### src/rtl/alu_pkg.sv
// Shared definitions for the EX-stage execute unit: op codes, FSM states, op classification.
package alu_pkg;

  localparam logic [3:0] ALU_AND     = 4'b0000;
  localparam logic [3:0] ALU_OR      = 4'b0001;
  localparam logic [3:0] ALU_ADD     = 4'b0010;
  localparam logic [3:0] ALU_XOR     = 4'b0011;
  localparam logic [3:0] ALU_SLL     = 4'b0100;
  localparam logic [3:0] ALU_SRL     = 4'b0101;
  localparam logic [3:0] ALU_SUB     = 4'b0110;
  localparam logic [3:0] ALU_SLT     = 4'b0111;
  localparam logic [3:0] ALU_EQ      = 4'b1000;
  localparam logic [3:0] ALU_SRA     = 4'b1001;
  localparam logic [3:0] ALU_NE      = 4'b1010;
  localparam logic [3:0] ALU_SLT_ALT = 4'b1111;

  typedef enum logic [1:0] {IDLE, SHIFT, DONE} alu_state_t;

  function automatic logic is_shift(input logic [3:0] op);
    return (op == ALU_SLL) || (op == ALU_SRL) || (op == ALU_SRA);
  endfunction

endpackage

### src/rtl/alu_single_cycle.sv
// Combinational evaluation of the one-cycle ops; with ALU_FAST_SHIFT_EN it also barrel-shifts.
module alu_single_cycle
  import alu_pkg::*;
#(
  parameter int DATA_WIDTH = 32
) (
  input  logic [3:0]            op,
  input  logic [DATA_WIDTH-1:0] a,
  input  logic [DATA_WIDTH-1:0] b,
`ifdef ALU_FAST_SHIFT_EN
  input  logic [$clog2(DATA_WIDTH)-1:0] shamt,
`endif
  output logic [DATA_WIDTH-1:0] y
);

  logic signed [DATA_WIDTH-1:0] a_s;
  logic signed [DATA_WIDTH-1:0] b_s;

  assign a_s = a;
  assign b_s = b;

  always_comb begin
    y = '0;
    case (op)
      ALU_AND:              y = a & b;
      ALU_OR:               y = a | b;
      ALU_ADD:              y = a + b;
      ALU_XOR:              y = a ^ b;
      ALU_SUB:              y = a - b;
      ALU_SLT, ALU_SLT_ALT: y = {{(DATA_WIDTH-1){1'b0}}, (a_s < b_s)};
      ALU_EQ:               y = {{(DATA_WIDTH-1){1'b0}}, (a == b)};
      ALU_NE:               y = {{(DATA_WIDTH-1){1'b0}}, (a != b)};
`ifdef ALU_FAST_SHIFT_EN
      ALU_SLL:              y = a << shamt;
      ALU_SRL:              y = a >> shamt;
      ALU_SRA:              y = a_s >>> shamt;
`else
      // Only zero-amount shifts reach this path; anything else iterates in the top.
      ALU_SLL, ALU_SRL, ALU_SRA: y = a;
`endif
      default:              y = '0;
    endcase
  end

endmodule

### src/rtl/alu_iterative_exec.sv
// EX-stage execute unit with valid/ready handshake; shifts iterate one bit per cycle
// unless ALU_FAST_SHIFT_EN selects the single-cycle barrel shifter.
module alu_iterative_exec
  import alu_pkg::*;
#(
  parameter int DATA_WIDTH  = 32,
  parameter int SHAMT_WIDTH = $clog2(DATA_WIDTH)
) (
  input  logic                  clk,
  input  logic                  rst_n,
  input  logic                  in_valid,
  output logic                  in_ready,
  input  logic [3:0]            Operation,
  input  logic [DATA_WIDTH-1:0] SrcA,
  input  logic [DATA_WIDTH-1:0] SrcB,
  output logic                  out_valid,
  input  logic                  out_ready,
  output logic [DATA_WIDTH-1:0] ALUResult
);

  alu_state_t              state, state_nxt;
  logic [DATA_WIDTH-1:0]   acc, acc_nxt;
  logic [DATA_WIDTH-1:0]   sc_result;
  logic [SHAMT_WIDTH-1:0]  shamt;

  assign shamt = SrcB[SHAMT_WIDTH-1:0];

  alu_single_cycle #(.DATA_WIDTH(DATA_WIDTH)) u_single_cycle (
    .op    (Operation),
    .a     (SrcA),
    .b     (SrcB),
`ifdef ALU_FAST_SHIFT_EN
    .shamt (shamt),
`endif
    .y     (sc_result)
  );

`ifdef ALU_FAST_SHIFT_EN

  always_comb begin
    state_nxt = state;
    acc_nxt   = acc;
    case (state)
      IDLE: if (in_valid) begin
        acc_nxt   = sc_result;
        state_nxt = DONE;
      end
      DONE: if (out_ready) state_nxt = IDLE;
      default: state_nxt = IDLE;
    endcase
  end

  always_ff @(posedge clk or negedge rst_n) begin
    if (!rst_n) begin
      state <= IDLE;
      acc   <= '0;
    end else begin
      state <= state_nxt;
      acc   <= acc_nxt;
    end
  end

`else

  logic [SHAMT_WIDTH-1:0] cnt, cnt_nxt;
  logic [3:0]             op_q, op_nxt;

  function automatic logic [DATA_WIDTH-1:0] shift_one(input logic [3:0] op,
                                                      input logic [DATA_WIDTH-1:0] v);
    case (op)
      ALU_SLL: return {v[DATA_WIDTH-2:0], 1'b0};
      ALU_SRA: return {v[DATA_WIDTH-1], v[DATA_WIDTH-1:1]};
      default: return {1'b0, v[DATA_WIDTH-1:1]};
    endcase
  endfunction

  always_comb begin
    state_nxt = state;
    acc_nxt   = acc;
    cnt_nxt   = cnt;
    op_nxt    = op_q;
    case (state)
      IDLE: if (in_valid) begin
        op_nxt = Operation;
        if (is_shift(Operation) && (shamt != '0)) begin
          acc_nxt   = SrcA;
          cnt_nxt   = shamt;
          state_nxt = SHIFT;
        end else begin
          acc_nxt   = sc_result;
          state_nxt = DONE;
        end
      end
      SHIFT: begin
        acc_nxt = shift_one(op_q, acc);
        cnt_nxt = cnt - SHAMT_WIDTH'(1);
        // The cycle that consumes the last count performs the final shift.
        if (cnt == SHAMT_WIDTH'(1)) state_nxt = DONE;
      end
      DONE: if (out_ready) state_nxt = IDLE;
      default: state_nxt = IDLE;
    endcase
  end

  always_ff @(posedge clk or negedge rst_n) begin
    if (!rst_n) begin
      state <= IDLE;
      acc   <= '0;
      cnt   <= '0;
      op_q  <= ALU_AND;
    end else begin
      state <= state_nxt;
      acc   <= acc_nxt;
      cnt   <= cnt_nxt;
      op_q  <= op_nxt;
    end
  end

`endif

  assign in_ready  = (state == IDLE);
  assign out_valid = (state == DONE);
  assign ALUResult = acc;

endmodule

### config.mk
export PLATFORM = sky130hd
export DESIGN_NAME = alu_iterative_exec
export DESIGN_NICKNAME = d
export VERILOG_FILES = /design/src/rtl/alu_pkg.sv /design/src/rtl/alu_single_cycle.sv /design/src/rtl/alu_iterative_exec.sv
export SDC_FILE = /design/constraint.sdc
export NUM_CORES = 1
export LEC_CHECK = 0
export CAP_MARGIN = 20
export CELL_PAD_IN_SITES_DETAIL_PLACEMENT = 1
export CELL_PAD_IN_SITES_GLOBAL_PLACEMENT = 2
export CORE_MARGIN = 2
export CORE_UTILIZATION = 40
export DETAILED_ROUTE_END_ITERATION = 8
export DONT_BUFFER_PORTS = 1
export GPL_ROUTABILITY_DRIVEN = 0
export PLACE_DENSITY = 0.95
export SYNTH_ARGS = -nofsm -noshare
export SYNTH_HDL_FRONTEND = slang
export SYNTH_SLANG_ARGS = --single-unit
### constraint.sdc
create_clock -name clk -period 4.04 [get_ports clk]
set_clock_uncertainty 0.05 [all_clocks]
set_input_delay 0 -clock clk [delete_from_list [all_inputs] [get_ports clk]]
set_output_delay 0 -clock clk [all_outputs]
set_load 0.02 [all_outputs]
Word-level counts from Yosys, hierarchy flattened
Cells that the tools add are included.
{"block": "classes", "n_addsub": 3, "magnitude_cmp": 1, "eq_ne": 23, "n_mux": 13, "bitwise": 3, "reduce_logical": 14}
{"op": "one-hot mux 32 bit (9 select lines)", "count": 1}
{"op": "one-hot mux 32 bit (2 select lines)", "count": 2}
{"op": "2-to-1 mux 32 bit", "count": 2}
{"op": "adder 32 bit", "count": 1}
{"op": "AND 32 bit", "count": 1}
{"op": "equality test 32 bit", "count": 1}
{"op": "< comparator 32 bit", "count": 1}
{"op": "inequality test 32 bit", "count": 1}
{"op": "bitwise OR 32 bit", "count": 1}
{"op": "subtractor 32 bit", "count": 1}
{"op": "XOR 32 bit", "count": 1}
{"op": "equality test 4 x 3 -> 1 bit (second input constant)", "count": 5}
{"op": "equality test 4 bit (second input constant)", "count": 5}
{"op": "2-to-1 mux 5 bit", "count": 2}
{"op": "one-hot mux 5 bit (2 select lines)", "count": 1}
{"op": "AND reduction 3 bit", "count": 3}
{"op": "equality test 4 x 2 -> 1 bit (second input constant)", "count": 2}
{"op": "2-to-1 mux 2 bit", "count": 4}
{"op": "inequality test 2 bit (second input constant)", "count": 3}
{"op": "one-hot mux 2 bit (3 select lines)", "count": 1}
{"op": "equality test 5 x 1 -> 1 bit (second input constant)", "count": 1}
{"op": "nonzero test 5 bit", "count": 1}
{"op": "subtractor 5 x 1 -> 5 bit (second input constant)", "count": 1}
{"op": "equality test 4 x 1 -> 1 bit (second input constant)", "count": 1}
{"op": "11 further kinds", "count": 14}
{"block": "totals", "regBits": 43, "in_bits": 72, "wordCells": 62}

Logic depth before layout (Yosys ltp)
{"block": "logic_depth", "word_depth": 7, "ltp_mapped": 12, "ltp_nobuf": 12}

Cells and area by module
From an unflattened synthesis, not the netlist that was laid out.
{"block": "unflattened", "hier_cells": 1050, "hier_area_um2": 7848.8}
{"mod": "alu_single_cycle", "n_inst": 1, "cells_per_inst": 801, "area_each_um2": 5237.5, "seq_area_each_um2": 0.0}
{"mod": "alu_iterative_exec", "n_inst": 1, "cells_per_inst": 249, "area_each_um2": 2611.3, "seq_area_each_um2": 1076.0}

Least setup slack after synthesis
Ideal clock, no wire load.
{"block": "synth_timing", "path_type": "in2reg", "start": "input SrcA[0]", "end": "register acc[26] (netlist: ALUResult[26])", "setup_ps": 124, "t_arrival_ps": 2427, "required_time_ps": 3866, "path_slack_ps": 1439, "cell_stages": 12, "n_path_buf": 0, "cell_sequence": "inv_1 > ha_1 > fa_1 > o21bai_1 > o211ai_2 > a2bb2oi_2 > a31oi_2 > o21ai_4 > a211oi_1 > a2111oi_0 > o41ai_1 > a211o_1"}
{"block": "synth_between", "elab_chain_cells": 5, "elab_cells_between_ends": 6}
{"element": "start, declared", "line_no": "alu_iterative_exec.sv:14", "rtl": "input logic [DATA_WIDTH-1:0] SrcA,"}
{"element": "subtractor 32 bit or adder 32 bit (tied branches)", "line_no": "alu_single_cycle.sv:29, alu_single_cycle.sv:27"}
{"element": "one-hot mux 32 bit (9 select lines) *", "line_no": "alu_single_cycle.sv:24", "rtl": "case (op)"}
{"element": "2-to-1 mux 32 bit *", "line_no": "alu_iterative_exec.sv:85", "rtl": "if (is_shift(Operation) && (shamt != '0)) begin"}
{"element": "2-to-1 mux 32 bit *", "line_no": "alu_iterative_exec.sv:83", "rtl": "IDLE: if (in_valid) begin"}
{"element": "one-hot mux 32 bit (2 select lines) *", "line_no": "alu_iterative_exec.sv:82", "rtl": "case (state)"}
{"element": "end signal, assigned", "line_no": "alu_iterative_exec.sv:113", "rtl": "acc <= acc_nxt;"}
{"element": "end, declared", "line_no": "alu_iterative_exec.sv:22", "rtl": "logic [DATA_WIDTH-1:0] acc, acc_nxt;"}
Every way passes the cells marked *; elsewhere a longest branch is shown, timed or not. The select of a mux whose other input is x is not followed.
A chain may end at the register's enable or synchronous reset.

Final worst setup path
{"block": "layout_timing", "start": "input SrcB[6]", "end": "register acc[23] (netlist: ALUResult[23])"}
{"block": "layout_between", "elab_chain_cells": 5, "elab_cells_between_ends": 6}
{"element": "start, declared", "line_no": "alu_iterative_exec.sv:15", "rtl": "input logic [DATA_WIDTH-1:0] SrcB,"}
{"element": "subtractor 32 bit or adder 32 bit (tied branches)", "line_no": "alu_single_cycle.sv:29, alu_single_cycle.sv:27"}
{"element": "one-hot mux 32 bit (9 select lines) *", "line_no": "alu_single_cycle.sv:24"}
{"element": "2-to-1 mux 32 bit *", "line_no": "alu_iterative_exec.sv:85"}
{"element": "2-to-1 mux 32 bit *", "line_no": "alu_iterative_exec.sv:83"}
{"element": "one-hot mux 32 bit (2 select lines) *", "line_no": "alu_iterative_exec.sv:82"}
Marked as above.

==> flow_summary.toml <==
[run_status]
outcome = "finished clean"

[global_routing]
grt.busiest_layer = "met2"
grt_pass1_vias = 8686
grt_util_met2 = 0.4872
grt-ovfl-total = 0
grt_util_met3 = 0.05931
grt_max_degree = 44
grt_util_met1 = 0.3990
antenna_found_initial = 0
grt_usage = 0.2964
grt_pass1_wl_mm = 48.43

[worst_setup_path]
cp_slowest_cell = "dlygate4sd3_1"
start_kind = "primary input"
reg2reg_slack_ps = 940
regToRegStartpoint = "op_q[0]"
worstPathRequired_ps = 4180
cp_top_family = "compound AO/OA/AOI/OAI gates"
worstReg2RegEnd = "ALUResult[23]"
worstPathMaxFanout = 12
worstSetupEndpointType = "flip-flop"
rr_worst_depth = 7
crit_top_cell = "a211oi_1"
path_cells = "inv_1 -> ha_1 -> a21oi_1 -> o221ai_1 -> a211oi_1 -> o41a_1 -> nor2_1 -> or2_2 -> a211oi_1 -> a211o_1 -> nand3_1 -> dlygate4sd3_1"
critPathArrivalTime_ps = 3480
cpPeakStageDelay_ps = 570
crit_type = "in2reg"
path_buf_inv = 2

[timing]
drv_slew = 0
worstMarginPinSlew_ps = 1103
fin_setup_tns_ps = 0
holdWs_ps = 8.070
min_period_over_period = 0.8263
setup_viol = 0
hold_viol = 0
rsz0062_at_grt = "false"
maxSlewHeadroom = 0.2650
finalCriticalPeriod_ps = 3338
fmax_mhz = 299.6

[min_path]
min_to = "ALUResult[0]"
min_path_cells = 3
min_from = "Operation[3]"
holdCritPathClass = "in2reg"

[detailed_routing]
wl_mm = 31.15
viasPerCell = 6.466
vias = 8762
routedWlPerCell_um = 22.99
antenna_left = 0
drt_iter0_markers = 848
drcViolationCount = 0
first_pass_iters = 5

[clocking]
path_clk_slew_ps = 80
cts_inserted_buffers = 5
cts_hold_buf = 27
cts_resized = 0
htree_levels = 2
cts_buffer_depth = 2
cts_tree = "built"
root_buffer = "clkbuf_16"
post_cts_buffers = 0
clock_latency_ps = 300
cts.sinks = 43

[pwr]
ir_worst_vdd_mv = 0.1348
power_density_nw_per_um2 = 392.1
switching_share = 0.5392
p_clk_frac = 0.132
seqPwrFrac = 0.351
p_int_mw = 1.521
power_leakage_nw = 3.611
power.share.combinational = 0.517
p_sw_mw = 1.780

[yosys]
syn_inst = 1115
synth-seq-cells = 43
synthArstFlopShare = 1.000
seq_area_frac_synth = 0.1373
synth-edff-count = 0
yosys_warnings = 0
syn_area_um2 = 7835
yosysUniqueCellTypes = 83
syn_area_per_cell_um2 = 7.027
synth_flop_cell = "dfrtp_1"
syn-num-nets = 1299

[die]
core_region_area_um2 = 19330
die-area_um2 = 20720
initial_core_util = 0.4052
die_h_um = 144.0
row_count = 51
io_pins = 106
chipWidth_um = 144.0

[cells_and_area]
final_util = 0.4354
area_delta_synth_final_pct = 7.442
n_antenna_cell = 0
multi_input_area_um2 = 6078
fin_cells = 1355
drive_above_1_share = 0.05046
fillCellCount = 2492
regArea_um2 = 1076
nNetsFinal = 1273

[run]
cap_viol_max_count = 0

[place]
dpl.hpwl_mm = 23.29
dp.cells = 1320
portBuffers = 0
-- worst max-delay path by stage --
stage | slack, ps | endpoint | startpoint | cells after the start
after floorplan | 1440 | ALUResult[26] | SrcA[0] | 12
after global placement | 910 | ALUResult[30] | SrcA[0] | 12
after detailed placement | 860 | ALUResult[26] | SrcA[0] | 12
after CTS | 810 | ALUResult[23] | SrcB[6] | 12
after global routing | 600 | ALUResult[23] | SrcB[6] | 12
final | 700 | ALUResult[23] | SrcB[6] | 12
-- worst register-to-register path: cells and delay by family (launching register included) --
family / cells / cell delay (ps)
AOI/OAI and AO/OA: 2 / 320
buffers and inverters: 1 / 570
and+or+nand+nor: 4 / 1630
DFF: 1 / 420
-- placed cells by master, fill, tap and decap left out, drive strengths merged, types with 18 or more instances in the layout --
master,instances
o31ai,20
nand2,125
inv,102
o21ai,80
nor3,26
a221oi,18
nor2,87
a211oi,20
ha,110
dlygate4sd3,26
dfrtp,43
a21oi,120
nand3,40
-- metrics by stage --
stage,setup slack [ps],instance area (µm²),power [mW]
6_report,701.9,8418,3.300
2_1_floorplan,1439,7835,2.259
3_3_place_gp,910.9,7989,2.739
4_1_cts,814.7,8418,3.261
3_5_place_dp,864.3,7989,2.783
5_1_grt,601.6,8418,3.527
-- synth_stat cells, types with 4 or more instances --
cell	n	share of area
nand2_1	125	0.060
a21oi_1	120	0.077
ha_1	110	0.18
inv_1	101	0.048
nor2_1	87	0.042
o21ai_0	78	0.050
clkbuf_1	55	0.026
dfrtp_1	43	0.14
nand3_1	40	0.026
nor3_1	26	0.017
o31ai_1	19	0.018
a211oi_1	18	0.017
a221oi_1	18	0.020
xnor2_1	15	0.017
a22oi_1	14	0.013
mux2i_1	14	0.018
o21bai_1	14	0.013
a31oi_1	12	0.0096
nor4_1	12	0.0096
o211ai_1	12	0.011
o221ai_1	12	0.013
a21o_1	11	0.011
a221o_1	10	0.013
buf_2	9	0.0057
nand4_1	9	0.0072
nor2b_1	8	0.0064
buf_1	7	0.0034
nand2b_1	6	0.0048
a311oi_1	5	0.0056
o22ai_1	5	0.0040
o31a_1	5	0.0056
a211o_1	4	0.0045
and3_1	4	0.0032
nor4b_1	4	0.0045
o21a_1	4	0.0038
o311ai_0	4	0.0045
-- registers in the layout, summed over array words and instances, names as in the netlist --
signal and flops:
cnt 5, ALUResult 32, state 2, op_q 4
-- cell type report --
type | count | area share
Clock inverter | 2 | 0.001486
Multi-Input combinational cell | 894 | 0.7221
Timing Repair Buffer | 43 | 0.04845
Tap cell | 265 | 0.03939
Clock buffer | 6 | 0.01531
Sequential cell | 43 | 0.1278
Inverter | 102 | 0.04548
-- logic make-up (layout without fill, tap and decap cells) --
group | Yosys count | after routing | share of synthesized area
AOI/OAI and AO/OA | 404 | 404 | 0.3480
xor gates and xnor gates | 17 | 17 | 0.01900
adders and majority gates | 112 | 112 | 0.1808
buffers and inverters | 178 | 153 | 0.09054
DFF | 43 | 43 | 0.1373
muxes | 15 | 15 | 0.01932
and+or+nand+nor | 346 | 346 | 0.2050
-- power groups by stage --
stage / sequential, mW / combinational, mW / clock, mW
after global placement: 1.15 / 1.59 / 0
after CTS: 1.15 / 1.67 / 0.434
final: 1.16 / 1.71 / 0.437
after global routing: 1.19 / 1.88 / 0.458
after floorplan: 1.01 / 1.24 / 0
after detailed placement: 1.16 / 1.62 / 0
-- layer usage --
metal  vias to the layer above  routed length [µm]
li1                       3992                   -
met1                      4351               13670
met2                       373               14360
met3                        46                2509
met4                         0                 616
met5                         -                   0
No activity file was read; power rests on OpenSTA's default activity.
